$ cat src/rtl/pic_pkg.sv
// Shared definitions for the programmable interrupt controller blocks.
//   NUM_IR            : number of interrupt request levels (fixed at 8)
//   ir_level_t        : 3-bit interrupt level index
//   ir_vec_t          : 8-bit per-level bit vector
//   lowest_set_t      : result of a fixed-priority search (valid + index)
//   lowest_set_index(): find the highest-priority (lowest index) set bit
package pic_pkg;

  localparam int NUM_IR = 8;

  typedef logic [2:0] ir_level_t;
  typedef logic [NUM_IR-1:0] ir_vec_t;

  typedef struct packed {
    logic      valid;
    ir_level_t idx;
  } lowest_set_t;

  // IR0 has the highest priority, so the search walks downward and the
  // last hit (the lowest index) is the one that survives.
  function automatic lowest_set_t lowest_set_index(input ir_vec_t vec);
    lowest_set_t res;
    res.valid = 1'b0;
    res.idx   = '0;
    for (int i = NUM_IR - 1; i >= 0; i--) begin
      if (vec[i]) begin
        res.valid = 1'b1;
        res.idx   = ir_level_t'(i);
      end
    end
    return res;
  endfunction

endpackage

$ cat src/rtl/pulse_edge_detect.sv
// Rise/fall detector for a control pulse that is synchronous to clk.
//   clk      : system clock
//   rst      : asynchronous active-high reset
//   pulse_in : pulse to monitor
//   rise     : 1 for the single cycle in which pulse_in is seen going high
//   fall     : 1 for the single cycle in which pulse_in is seen going low
module pulse_edge_detect (
  input  logic clk,
  input  logic rst,
  input  logic pulse_in,
  output logic rise,
  output logic fall
);

  logic prev_reg;
  logic armed_reg;

  // armed_reg stays low for the first clock after reset so that a pulse
  // already high when reset releases is absorbed into prev_reg instead of
  // being reported as a fresh rise.
  always_ff @(posedge clk or posedge rst) begin
    if (rst) begin
      prev_reg  <= 1'b0;
      armed_reg <= 1'b0;
    end else begin
      prev_reg  <= pulse_in;
      armed_reg <= 1'b1;
    end
  end

  assign rise = armed_reg & pulse_in & ~prev_reg;
  assign fall = armed_reg & ~pulse_in & prev_reg;

endmodule

$ cat src/rtl/isr_unit.sv
// In-Service Register of an 8259-style interrupt controller.
// Marks the granted level in service on each acknowledge pulse, clears
// levels by automatic, specific or non-specific EOI, and supplies the
// data-bus value (interrupt vector or ISR status).
//   clk, rst             : clock, asynchronous active-high reset
//   READ_IS, read        : status read select / active-low read strobe
//   S_P                  : acknowledge/set pulse
//   AEOI                 : automatic EOI mode
//   SPECIFIC_EOI         : specific EOI command pulse (clears L123)
//   NON_SPECIFIC_EOI     : non-specific EOI command pulse
//   V_A                  : vector base bits T7..T3
//   L123                 : level for specific EOI
//   highest_priority_int : level granted by the priority resolver
//   SNGL, selected_slave, IRR_slave : cascade controls
//   ISR_reg              : in-service register
//   ISR_R                : data-bus output value
module isr_unit
  import pic_pkg::*;
(
  input  logic            clk,
  input  logic            rst,
  input  logic            READ_IS,
  input  logic            read,
  input  logic            S_P,
  input  logic            AEOI,
  input  logic            SPECIFIC_EOI,
  input  logic            NON_SPECIFIC_EOI,
  input  logic [4:0]      V_A,
  input  logic [2:0]      L123,
  input  logic [2:0]      highest_priority_int,
  input  logic            SNGL,
  input  logic            selected_slave,
  input  logic [7:0]      IRR_slave,
  output logic [7:0]      ISR_reg,
  output logic [7:0]      ISR_R
);

  // Pulse order in the edge-detector vectors.
  localparam int P_SP   = 0;
  localparam int P_SEOI = 1;
  localparam int P_NEOI = 2;

  logic [2:0]  pulse_vec;
  logic [2:0]  rise_vec;
  logic [2:0]  fall_vec;
  logic        unused_fall;

  ir_vec_t     vector_reg;
  ir_vec_t     vector_next;
  ir_level_t   aeoi_level_reg;
  ir_level_t   aeoi_level_next;
  ir_vec_t     isr_next;
  ir_vec_t     clr_mask;
  ir_vec_t     set_mask;
  lowest_set_t lowest;
  logic        slave_drives_bus;

  assign pulse_vec = {NON_SPECIFIC_EOI, SPECIFIC_EOI, S_P};

  generate
    for (genvar gi = 0; gi < 3; gi++) begin : g_edge
      pulse_edge_detect u_edge (
        .clk      (clk),
        .rst      (rst),
        .pulse_in (pulse_vec[gi]),
        .rise     (rise_vec[gi]),
        .fall     (fall_vec[gi])
      );
    end
  endgenerate

  // Only the acknowledge pulse has a meaningful falling edge.
  assign unused_fall = |fall_vec[P_NEOI:P_SEOI];

  // A cascaded level owned by another device: that slave drives the bus.
  assign slave_drives_bus = SNGL & IRR_slave[highest_priority_int] & ~selected_slave;

  always_comb begin
    clr_mask        = '0;
    set_mask        = '0;
    lowest          = lowest_set_index(ISR_reg);
    vector_next     = vector_reg;
    aeoi_level_next = aeoi_level_reg;

    if (rise_vec[P_SEOI]) begin
      clr_mask[L123] = 1'b1;
    end
    if (rise_vec[P_NEOI] && lowest.valid) begin
      clr_mask[lowest.idx] = 1'b1;
    end
    // AEOI clears the level captured at the acknowledge rise, even if the
    // resolver has moved on by the time the pulse falls.
    if (AEOI && fall_vec[P_SP]) begin
      clr_mask[aeoi_level_reg] = 1'b1;
    end

    if (rise_vec[P_SP]) begin
      set_mask[highest_priority_int] = 1'b1;
      aeoi_level_next                = highest_priority_int;
      vector_next = slave_drives_bus ? '0 : {V_A, highest_priority_int};
    end

    // Clears first, then the set: a set wins when both hit the same bit.
    isr_next = (ISR_reg & ~clr_mask) | set_mask;
  end

  always_ff @(posedge clk or posedge rst) begin
    if (rst) begin
      ISR_reg        <= '0;
      vector_reg     <= '0;
      aeoi_level_reg <= '0;
    end else begin
      ISR_reg        <= isr_next;
      vector_reg     <= vector_next;
      aeoi_level_reg <= aeoi_level_next;
    end
  end

  assign ISR_R = (READ_IS && !read) ? ISR_reg : vector_reg;

endmodule

$ cat config.mk
export PLATFORM = sky130hd
export DESIGN_NAME = isr_unit
export DESIGN_NICKNAME = d
export VERILOG_FILES = /design/src/rtl/pic_pkg.sv /design/src/rtl/pulse_edge_detect.sv /design/src/rtl/isr_unit.sv
export SDC_FILE = /design/constraint.sdc
export NUM_CORES = 1
export LEC_CHECK = 0
export CELL_PAD_IN_SITES_DETAIL_PLACEMENT = 0
export CELL_PAD_IN_SITES_GLOBAL_PLACEMENT = 1
export CORE_MARGIN = 1.5
export CORE_UTILIZATION = 33
export CTS_BUF_LIST = sky130_fd_sc_hd__clkbuf_16
export CTS_CLUSTER_SIZE = 24
export DETAILED_ROUTE_END_ITERATION = 10
export PLACE_DENSITY_LB_ADDON = 0.1
export SLEW_MARGIN = 40
export SYNTH_ARGS = -nofsm -noshare
export SYNTH_HDL_FRONTEND = slang
export SYNTH_SLANG_ARGS = --single-unit
$ cat constraint.sdc
create_clock -name clk -period 1.72 [get_ports clk]
set_input_delay 0.43 -clock clk [delete_from_list [all_inputs] [get_ports clk]]
set_output_delay 0.43 -clock clk [all_outputs]
set_load 0.03 [all_outputs]
Yosys cells after proc, flatten, opt, wreduce, memory -nomap -nowiden
Cells that the tools add are included.
Widths: inputs -> output; s select.
{"block": "totals", "reg_bits": 23, "out_inout_bits": 16, "wordCells": 67}
{"block": "op_classes", "order_cmp": 8, "n_mux": 24, "n_bitwise": 20, "n_reduce_logical": 8}
{"op": "$mux 8", "n": 6}
{"op": "$mux 4", "n": 8}
{"op": "$or 8x8->8", "n": 3}
{"op": "$lt 3x4->1 const B", "n": 4}
{"op": "$demux 1 s3", "n": 4}
{"op": "$ge 3x1->1 const B", "n": 4}
{"op": "$and 1x1->1", "n": 10}
{"op": "$and 8x8->8", "n": 1}
{"op": "$not 8->8", "n": 1}
{"op": "$logic_and 1x1->1", "n": 7}
{"op": "$mux 1", "n": 5}
{"op": "$not 1->1", "n": 5}
{"op": "$bmux 1 s3", "n": 1}
{"op": "$logic_not 1->1", "n": 1}

Depth between registers and ports, before layout
Gate-level depths: netlist (run 1).
{"block": "logic_depth", "depth_word": 19, "depth_mapped": 6, "ltp_nobuf": 4}

Hierarchy
A second synthesis (run 1) with hierarchy kept.
{"block": "hier_totals", "cells_unflattened": 152, "area_unflattened_um2": 1365.1}
{"module": "isr_unit", "instances": 1, "cells_per_inst": 134, "area_per_inst_um2": 1139.8, "seq_area_each_um2": 475.5}
{"module": "pulse_edge_detect", "instances": 3, "cells_per_inst": 6, "area_per_inst_um2": 75.1, "seq_area_each_um2": 50.0}

Worst setup path before layout (run 1)
Ideal clock, no wire load.
{"block": "synth_timing", "path_type": "input to output", "start": "input read", "end": "output ISR_R[0]", "arrival_time_ns": 1.234, "setup_slack_ns": 0.056, "path_stages": 3, "path_cell_list": "nand2b_1 -> clkbuf_1 -> mux2_2"}
{"block": "synth_via", "elab_chain_len": 3}
{"element": "from (decl)", "line": "isr_unit.sv:23", "text": "input logic read,"}
{"element": "$logic_not 1->1", "line": "isr_unit.sv:119", "text": "assign ISR_R = (READ_IS && !read) ? ISR_reg : vector_reg;"}
{"element": "$logic_and 1x1->1", "line": "isr_unit.sv:119"}
{"element": "$mux 8", "line": "isr_unit.sv:119"}
{"element": "to (decl)", "line": "isr_unit.sv:35", "text": "output logic [7:0] ISR_R"}
No other way between the ends.

Worst setup path after layout (run 1)
{"block": "layout_timing", "start": "input NON_SPECIFIC_EOI", "end": "register ISR_reg[6]"}
{"block": "layout_via", "elab_chain_len": 9}
{"element": "from (decl)", "line": "isr_unit.sv:27", "text": "input logic NON_SPECIFIC_EOI,"}
{"element": "$and 1x1->1 (*) (2 in series)", "line": "pulse_edge_detect.sv:31", "text": "assign rise = armed_reg & pulse_in & ~prev_reg;"}
{"element": "$logic_and 1x1->1 (*)", "line": "isr_unit.sv:88", "text": "if (rise_vec[P_NEOI] && lowest.valid) begin"}
{"element": "$mux 8 (*)", "line": "isr_unit.sv:88"}
{"element": "$or 8x8->8 (no line)"}
{"element": "$mux 8 (*)", "line": "isr_unit.sv:93", "text": "if (AEOI && fall_vec[P_SP]) begin"}
{"element": "$not 8->8 (*)", "line": "isr_unit.sv:104", "text": "isr_next = (ISR_reg & ~clr_mask) | set_mask;"}
{"element": "$and 8x8->8 (*)", "line": "isr_unit.sv:104"}
{"element": "$or 8x8->8 (*)", "line": "isr_unit.sv:104"}
{"element": "via isr_next[6]", "line": "isr_unit.sv:52", "text": "ir_vec_t isr_next;"}
{"element": "to (signal assigned)", "line": "isr_unit.sv:113", "text": "ISR_reg <= isr_next;"}
{"element": "to (decl)", "line": "isr_unit.sv:34", "text": "output logic [7:0] ISR_reg,"}
The timed path passes the listed nets; every way through them passes the cells marked *.
A chain may end at the register's enable or synchronous reset.

==> results of run 1 <==
## cell usage in the layout (no fill, tap or decap), types with 3 or more instances in the layout
cell / n
buf_6: 9
mux2_4: 8
clkdlybuf4s50_1: 16
nor3_1: 4
clkbuf_2: 3
mux2i_1: 4
inv_1: 3
nor2b_1: 3
nand3_1: 8
dlygate4sd2_1: 17
nand4b_1: 3
nand2_1: 28
buf_4: 26
nand3b_1: 5
nor2_1: 4
dfrtp_1: 23
o21ai_2: 7
clkbuf_16: 3
## area by class of cell
cell class              instances  area [um2]  share of cell area, %
well taps                      48       60.06                  2.852
multi-input cells             106       758.2                  36.01
clock inverters                 1       5.005                 0.2377
repair buffers                 71       620.6                  29.47
flip-flops and latches         23       575.6                  27.33
clock buffers                   3       75.07                  3.565
inverters                       3       11.26                 0.5348
## cell families (layout without fill, tap and decap cells)
family | Yosys count | in the layout | share of synthesized area, %
compound gates | 25 | 25 | 12.72
buf+inv | 9 | 78 | 3.155
flops | 23 | 23 | 43.98
mux | 13 | 13 | 11.66
other cells | 1 | 1 | 0.2865
simple gates | 67 | 67 | 28.20
## metrics by stage
| stage | setup slack (ns) | power [mW] | cells | utilization [%] |
|---|---|---|---|---|
| final | 0.1018 | 2.150 | 255 | 56.25 |
| after CTS | 0.007614 | 2.146 | 255 | 56.55 |
| after detailed placement | -0.8086 | 1.628 | 252 | 53.48 |
| after global routing | 0.01193 | 2.243 | 255 | 56.25 |
| after global placement | -0.7777 | 1.614 | 252 | 53.48 |
| after floorplan | 0.05626 | 1.175 | 138 | - |
## final timing paths
path / start / endpoint / slack (ns)
setup / recovery: NON_SPECIFIC_EOI / ISR_reg[6] / 0.10
hold / removal: vector_reg[0] / vector_reg[0] / 0.48
setup reg to reg: ISR_reg[0] / ISR_reg[6] / 0.17
hold reg to reg: vector_reg[0] / vector_reg[0] / 0.48
max in group asynchronous: rst / aeoi_level_reg[2] / 0.96
min in group asynchronous: rst / ISR_reg[6] / 0.53
## power by group
group | switching, mW | internal (mW)
Combinational | 0.482 | 0.437
Sequential | 0.0781 | 0.640
Clock | 0.200 | 0.313
## Yosys cell counts, types with 3 or more instances
cell	count	share of area (%)
mux2i_1	4	3.1
inv_1	3	0.86
nor2b_1	4	1.9
nor2_1	4	1.1
nand2_1	28	8.0
o21ai_1	9	3.4
nand3b_1	5	2.9
nand4b_1	3	2.0
mux2_2	8	6.9
nor3_1	4	1.5
nand3_1	8	3.1
dfrtp_1	23	44
clkbuf_1	5	1.4
## worst register-to-register path, cell delays in order, from the launching register on
cell and delay [ns]:
dfrtp_1 0.38, buf_4 0.15, and4bb_2 0.34, o2111a_1 0.22, nand3_1 0.09, a41o_1 0.27
## metal layers
layer | share of wire (%) | wire length [um] | vias to the layer above | global-route usage [%]
li1 | - | - | 646 | -
met1 | 44 | 1691 | 639 | 22.93
met2 | 52 | 1993 | 33 | 34.47
met3 | 3.2 | 123 | 6 | 2.385
met4 | 1.1 | 44 | 0 | 5.102
met5 | 0 | 0 | - | 0
## what timing repair did
action,in CTS,in global routing
endpoints found under the hold margin,0,0
pin swaps,9,0
endpoints found under the setup margin,24,18
gates resized for setup,95,6
cloned,0,0
==> out/summary.txt, run 1 <==
Reg2Reg Depth: 5
Pre-antenna DRT Iters: 4
Critical Path RT: 1.86 ns
CP arrival: 1.76 ns
Final Hold Slack: 0.4766 ns
Total wire length: 3852 um
Crit. End Element: flop
Slowest cell on crit path: clkdlybuf4s50_1
Period utilisation layout: 94.08%
RePlAce Congestion: 0.7952
CTS tree: yes
CTS max path bufs: 2
Vias: 1,324
Max FO, Critical Path: 3
All-Layer GR Usage: 18.76%
Final hold vios: 0
Antenna violations before repair: 0
Synth Flop Type: dfrtp_1
Buffers and inverters on the worst path: 1
Post-CTS setup buffers: 0
FMAX: 0.6180 GHz
Final setup viols: 0
Dpl hpwl: 2909 um
Drt drc: 0
Hold path depth: 2
Root Driver: clkbuf_16
Clk sinks: 23
Setup CP Type: primary input to flop
IO Count: 45
Die Wd: 65.98 um
Largest net degree at the start of global routing: 24
Synthesis-stage register bit count: 23
GR Overflow Total: 0
Die height: 65.98 um
Number of global-route vias before repair: 1,363
Die area: 0.004353 mm2
Synthesized area: 0.001309 mm2
Post-synth EDFFs: 0
1st-iter DRT viols: 40
Placed inst area: 0.002002 mm2
Total CTS buffers: 3
Clock Pin Slew Worst Setup and Hold Paths: 0.06 ns
Final period demand of the worst path: 1.618 ns
Synth-to-layout area growth: 60.90%
Drt via density: 5.192
Sequential area share after synthesis: 43.98%
Worst path depth: 5
Crit path max-delay family: compound AO/OA/AOI/OAI gates
Worst skew pair latency: 0.26 ns
Clk_skew: 0.002471 ns
Worst min path class: flop to flop
Yosys warns: 0
Async S/R FF share, synth: 100.0%
Buffers on Ports: 44
Initial core utilization: 34.96%
Number of hold buffers added after cts: 0
Netlist cell types: 37
Lkg Pwr: 1.012 nW
RSZ-0062 raised after global routing: false
Crit-path cells: clkdlybuf4s50_1 -> and4bb_2 -> o2111a_1 -> nand3_1 -> a41o_1
N_diodes: 0
# fillers: 369
Synth Instances: 138
Peak VDD IR: 0.0004695 V
Row Count: 22
Core area: 0.003744 mm2
First-pass GRT wire length: 6244 um
Syn_nets: 167
Final max-slew violation count: 0
Max cap viols: 0
CP max stage delay: 0.48 ns
PwrDens: 1021 mW/mm2
Status: complete, no violations
# H-tree levels: 1
DR WL/cell: 15.11 um
Total negative slack: 0 ns
Share of layout cells above drive strength 1: 29.95%
Post-DRT Antenna Nets: 0
Startpoint Class: primary input
Syn Area/Cell: 9.484 um2
Final-stage net count: 237
Design Area, Final: 0.002106 mm2
(Power assumes the default switching activity.)
==> run 2, diff against run 1 <==
SYNTH_HIERARCHICAL = 1   (was unset)
==> out/summary.txt, run 2 <==
Placed inst area: 0.001964 mm2
Total negative slack: -0.2159 ns
Post-CTS setup buffers: 0
Cells after DPL: 258
Worst skew pair latency: 0.26 ns
Final WS setup: -0.1895 ns
Buffers and inverters on the worst path: 0
Final setup viols: 2
# H-tree levels: 1
Lkg Pwr: 1.002 nW
CP max stage delay: 0.47 ns
Post-DRT Antenna Nets: 0
Crit-path cells: and3b_1 -> or4b_4 -> or4_4 -> nor4_4 -> o22ai_1
Final hold vios: 0
Most frequent cells in the layout: nand2_1, buf_4, dfrtp_1
Clock power frac: 28.4%
CTS tree: yes
Synth Instances: 150
Root Driver: clkbuf_16
Worst min path class: primary input to async pin
N_diodes: 0
Clk sinks: 25
IO Count: 45
RSZ-0062 raised after global routing: true
All-Layer GR Usage: 18.53%
Critical Path RT: 1.85 ns
Post-layout util: 52.17%
Pre-antenna DRT Iters: 4
Most common cell after layout, fill and taps aside: nand2_1
PwrDens: 917.6 mW/mm2
DR WL/cell: 14.04 um
Pre-CTS WS: -0.6887 ns
1st-iter DRT viols: 83
Share of layout cells above drive strength 1: 21.23%
Clock Pin Slew Worst Setup and Hold Paths: 0.07 ns
Number of global-route vias before repair: 1,302
Startpoint Class: flop
Crit. End Element: flop
Total CTS buffers: 3
Crit path max-delay family: simple AND/OR/NAND/NOR gates
Peak VDD IR: 0.0006648 V
FMAX: 0.5237 GHz
Total wire length: 3679 um
Largest net degree at the start of global routing: 20
CP arrival: 2.04 ns
Synth-to-layout area growth: 53.76%
Drt via density: 4.962
Synthesized area: 0.001348 mm2
Slowest cell on crit path: or4b_4
Max FO, Critical Path: 2
Die Wd: 66.90 um
CTS max path bufs: 2
Syn Area/Cell: 8.984 um2
Sequential Power Share: 39.1%
Period utilisation layout: 111.0%
GR Overflow Total: 0
Int Power: 1.265 mW
Final-stage net count: 242
Core area: 0.003971 mm2
Max cap viols: 0
Drt drc: 0
Die height: 66.90 um
Final period demand of the worst path: 1.909 ns
Clk_skew: 0.002827 ns
Buffers on Ports: 44
Vias: 1,300
Design Area, Final: 0.002072 mm2
Internal reg-to-reg setup slack: -0.19 ns
First-pass GRT wire length: 6058 um
Tot Pwr: 1.901 mW
Yosys warns: 6
Row Count: 23
Net switching power: 0.6364 mW
Final max-slew violation count: 0
Setup CP Type: flop to flop
Syn_nets: 179
Sw frac: 33.47%
Antenna violations before repair: 0
Number of hold buffers added after cts: 0
Die area: 0.004476 mm2
Dpl hpwl: 2945 um
Status: finished with violations
Failing checks: setup timing
Crit. Startpoint: g_edge[2].u_edge/prev_reg
Beginning of the worst register-to-register path: g_edge[2].u_edge/prev_reg
Final Hold Slack: 0.4044 ns
Comb pwr share: 32.5%
RePlAce Congestion: 0.9144
Finished Layout Cells: 262
Initial core utilization: 33.93%
-- run 2: final timing paths --
check                                       endpoint  cells past startpoint
setup / recovery                          ISR_reg[7]                      5
hold / removal             g_edge[1].u_edge/prev_reg                      2
setup reg to reg                          ISR_reg[7]                      5
hold reg to reg                        vector_reg[6]                      2
max in group asynchronous                 ISR_reg[2]                      3
min in group clk           g_edge[2].u_edge/prev_reg                      1
-- run 2: layout make-up --
cell class	count	area [um2]
Clock buffer	3	75.07
Clock inverter	1	8.758
Fill cell	387	1899
Inverter	13	48.80
Multi-Input combinational cell	106	684.4
Sequential cell	25	626.9
Tap cell	50	62.56
Timing Repair Buffer	64	565.5
-- run 2: timing repair --
action	in CTS	in global routing
pin swaps	4	4
gates cloned	0	0
resized for setup	16	9
endpoints found under the setup margin	26	18
-- run 2: worst register-to-register path, cell delays in order (launching register included) --
cell and delay, ns:
dfrtp_1 0.35, and3b_1 0.21, or4b_4 0.47, or4_4 0.46
nor4_4 0.16, o22ai_1 0.13
-- run 2: power by group through the flow --
| stage | logic, mW | clock network, mW | registers [mW] |
|---|---|---|---|
| after floorplan | 0.274 | 0 | 0.810 |
| after global placement | 0.620 | 0 | 0.750 |
| after detailed placement | 0.623 | 0 | 0.755 |
| after CTS | 0.611 | 0.554 | 0.743 |
| after global routing | 0.674 | 0.582 | 0.756 |
| final | 0.619 | 0.539 | 0.744 |
-- run 2: metal layers --
layer	global-route usage [%]	part of all wire, %	up-vias	wire, um
li1	-	-	646	-
met1	24.53	44	611	1620
met2	29.13	49	39	1818
met3	4.054	5.2	4	193
met4	7.653	1.3	0	46
met5	0	0	-	0
==> run 3, diff against run 2 <==
ABC_AREA = 1   (was unset)
CORE_UTILIZATION = 32   (was 33)
==> out/summary.txt, run 3 <==
Final max-slew violation count: 0
Dpl hpwl: 3075 um
Reg2reg end: ISR_reg[7]
Total CTS buffers: 3
Syn Area/Cell: 6.572 um2
Worst skew pair latency: 0.26 ns
Number of hold buffers added after cts: 0
Synth-to-layout area growth: 55.66%
# H-tree levels: 1
Die area: 0.004973 mm2
Core area: 0.004384 mm2
Crit. End Element: output pin
Crit-path cells: dlygate4sd2_1 -> nand2_2 -> buf_6 -> nand2_1 -> o21ai_2 -> buf_4
Setup CP Type: primary input to output pin
1st-iter DRT viols: 86
Syn_nets: 251
Die Wd: 70.52 um
RePlAce Congestion: 0.7753
Pre-CTS WS: -0.1617 ns
All-Layer GR Usage: 17.33%
RSZ-0062 raised after global routing: false
Final-stage net count: 318
Largest net degree at the start of global routing: 20
Initial core utilization: 33.28%
N_diodes: 0
CTS tree: yes
Drt drc: 0
FMAX: 0.6053 GHz
Period utilisation layout: 96.05%
Buffers on Ports: 44
Number of global-route vias before repair: 1,473
Total wire length: 3908 um
DR WL/cell: 11.49 um
Total negative slack: 0 ns
Most frequent cells in the layout: nand2_1, inv_1, clkdlybuf4s50_1
Final period demand of the worst path: 1.652 ns
Pre-antenna DRT Iters: 4
Reg2Reg Depth: 7
Peak VDD IR: 0.0004120 V
Final setup viols: 0
Synth Instances: 222
Slowest cell on crit path: dlygate4sd2_1
Internal reg-to-reg setup slack: 0.34 ns
Vias: 1,492
First-pass GRT wire length: 6844 um
Root Driver: clkbuf_16
Max FO, Critical Path: 8
Critical Path RT: 1.29 ns
# fillers: 455
CP arrival: 1.22 ns
CP max stage delay: 0.23 ns
IO Count: 45
Synthesized area: 0.001459 mm2
PwrDens: 1064 mW/mm2
Status: complete, no violations
Yosys warns: 6
Final hold vios: 0
Antenna violations before repair: 0
Startpoint Class: primary input
Die height: 70.52 um
Drt via density: 4.388
Worst min path class: primary input to async pin
Max cap viols: 0
Final WS setup: 0.06788 ns
Row Count: 24
Clock Pin Slew Worst Setup and Hold Paths: 0.06 ns
Most common cell after layout, fill and taps aside: nand2_1
Clk sinks: 25
Share of layout cells above drive strength 1: 20.49%
CTS max path bufs: 2
Beginning of the worst register-to-register path: ISR_reg[3]
Clk_skew: 0.005480 ns
GR Overflow Total: 0
Lkg Pwr: 1.214 nW
Post-DRT Antenna Nets: 0
-- run 3: report_power, final --
| part | switching (mW) | total, mW | internal, mW |
|---|---|---|---|
| logic | 0.666 | 1.10 | 0.435 |
| clock network | 0.207 | 0.521 | 0.313 |
| registers | 0.0880 | 0.796 | 0.708 |
| total | 0.961 | 2.42 | 1.46 |
-- run 3: cell type report --
cell class | instances | area (um2) | area share [%]
clock inverters | 1 | 5.005 | 0.2204
flip-flops and latches | 25 | 625.6 | 27.55
well taps | 52 | 65.06 | 2.865
inverters | 39 | 146.4 | 6.446
multi-input cells | 156 | 748.2 | 32.95
clock buffers | 3 | 75.07 | 3.306
repair buffers | 64 | 605.6 | 26.67
-- run 3: through the flow --
| step | hold WS (ns) | instance area [um2] | total power [mW] | util, % | std cells |
|---|---|---|---|---|---|
| floorplan | 0.1712 | 1459 | 1.404 | - | 222 |
| global placement | 0.4814 | 2091 | 1.862 | 47.69 | 335 |
| detailed placement | 0.4698 | 2091 | 1.860 | 47.69 | 335 |
| CTS | 0.4282 | 2288 | 2.433 | 52.20 | 342 |
| global route | 0.4506 | 2271 | 2.593 | 51.80 | 340 |
| finish | 0.4298 | 2271 | 2.417 | 51.80 | 340 |
-- run 3: worst max path at each step --
| stage | start | to | slack, ns | depth (start not counted) |
|---|---|---|---|---|
| finish | READ_IS | ISR_R[0] | 0.07 | 6 |
| global route | SPECIFIC_EOI | ISR_reg[4] | 0.007 | 10 |
| CTS | ISR_reg[6] | ISR_reg[6] | 0.01 | 1 |
| detailed placement | read | ISR_R[6] | -0.16 | 7 |
| global placement | read | ISR_R[7] | -0.15 | 7 |
| floorplan | read | ISR_R[0] | 0.07 | 4 |
-- run 3: critical path, delay by kind of cell --
family	cells	cell delay, ns
compound gates	1	0.05
buf+inv	3	0.55
simple gates	2	0.17
-- run 3: repair_timing --
action | in CTS | in global routing
cloned | 1 | 0
gates resized for setup | 30 | 8
pin swaps | 2 | 3
hold endpoints to repair | 0 | 0
buffers inserted | 2 | 0
endpoints found under the setup margin | 15 | 7
-- run 3: routing by layer --
| layer | share of wire [%] | global-route usage, % | vias to the layer above |
|---|---|---|---|
| met3 | 4.3 | 2.165 | 4 |
| met2 | 47 | 28.41 | 41 |
| met1 | 47 | 23.84 | 643 |
| li1 | - | - | 804 |
| met5 | 0 | 0 | - |
| met4 | 1.2 | 5.556 | 0 |
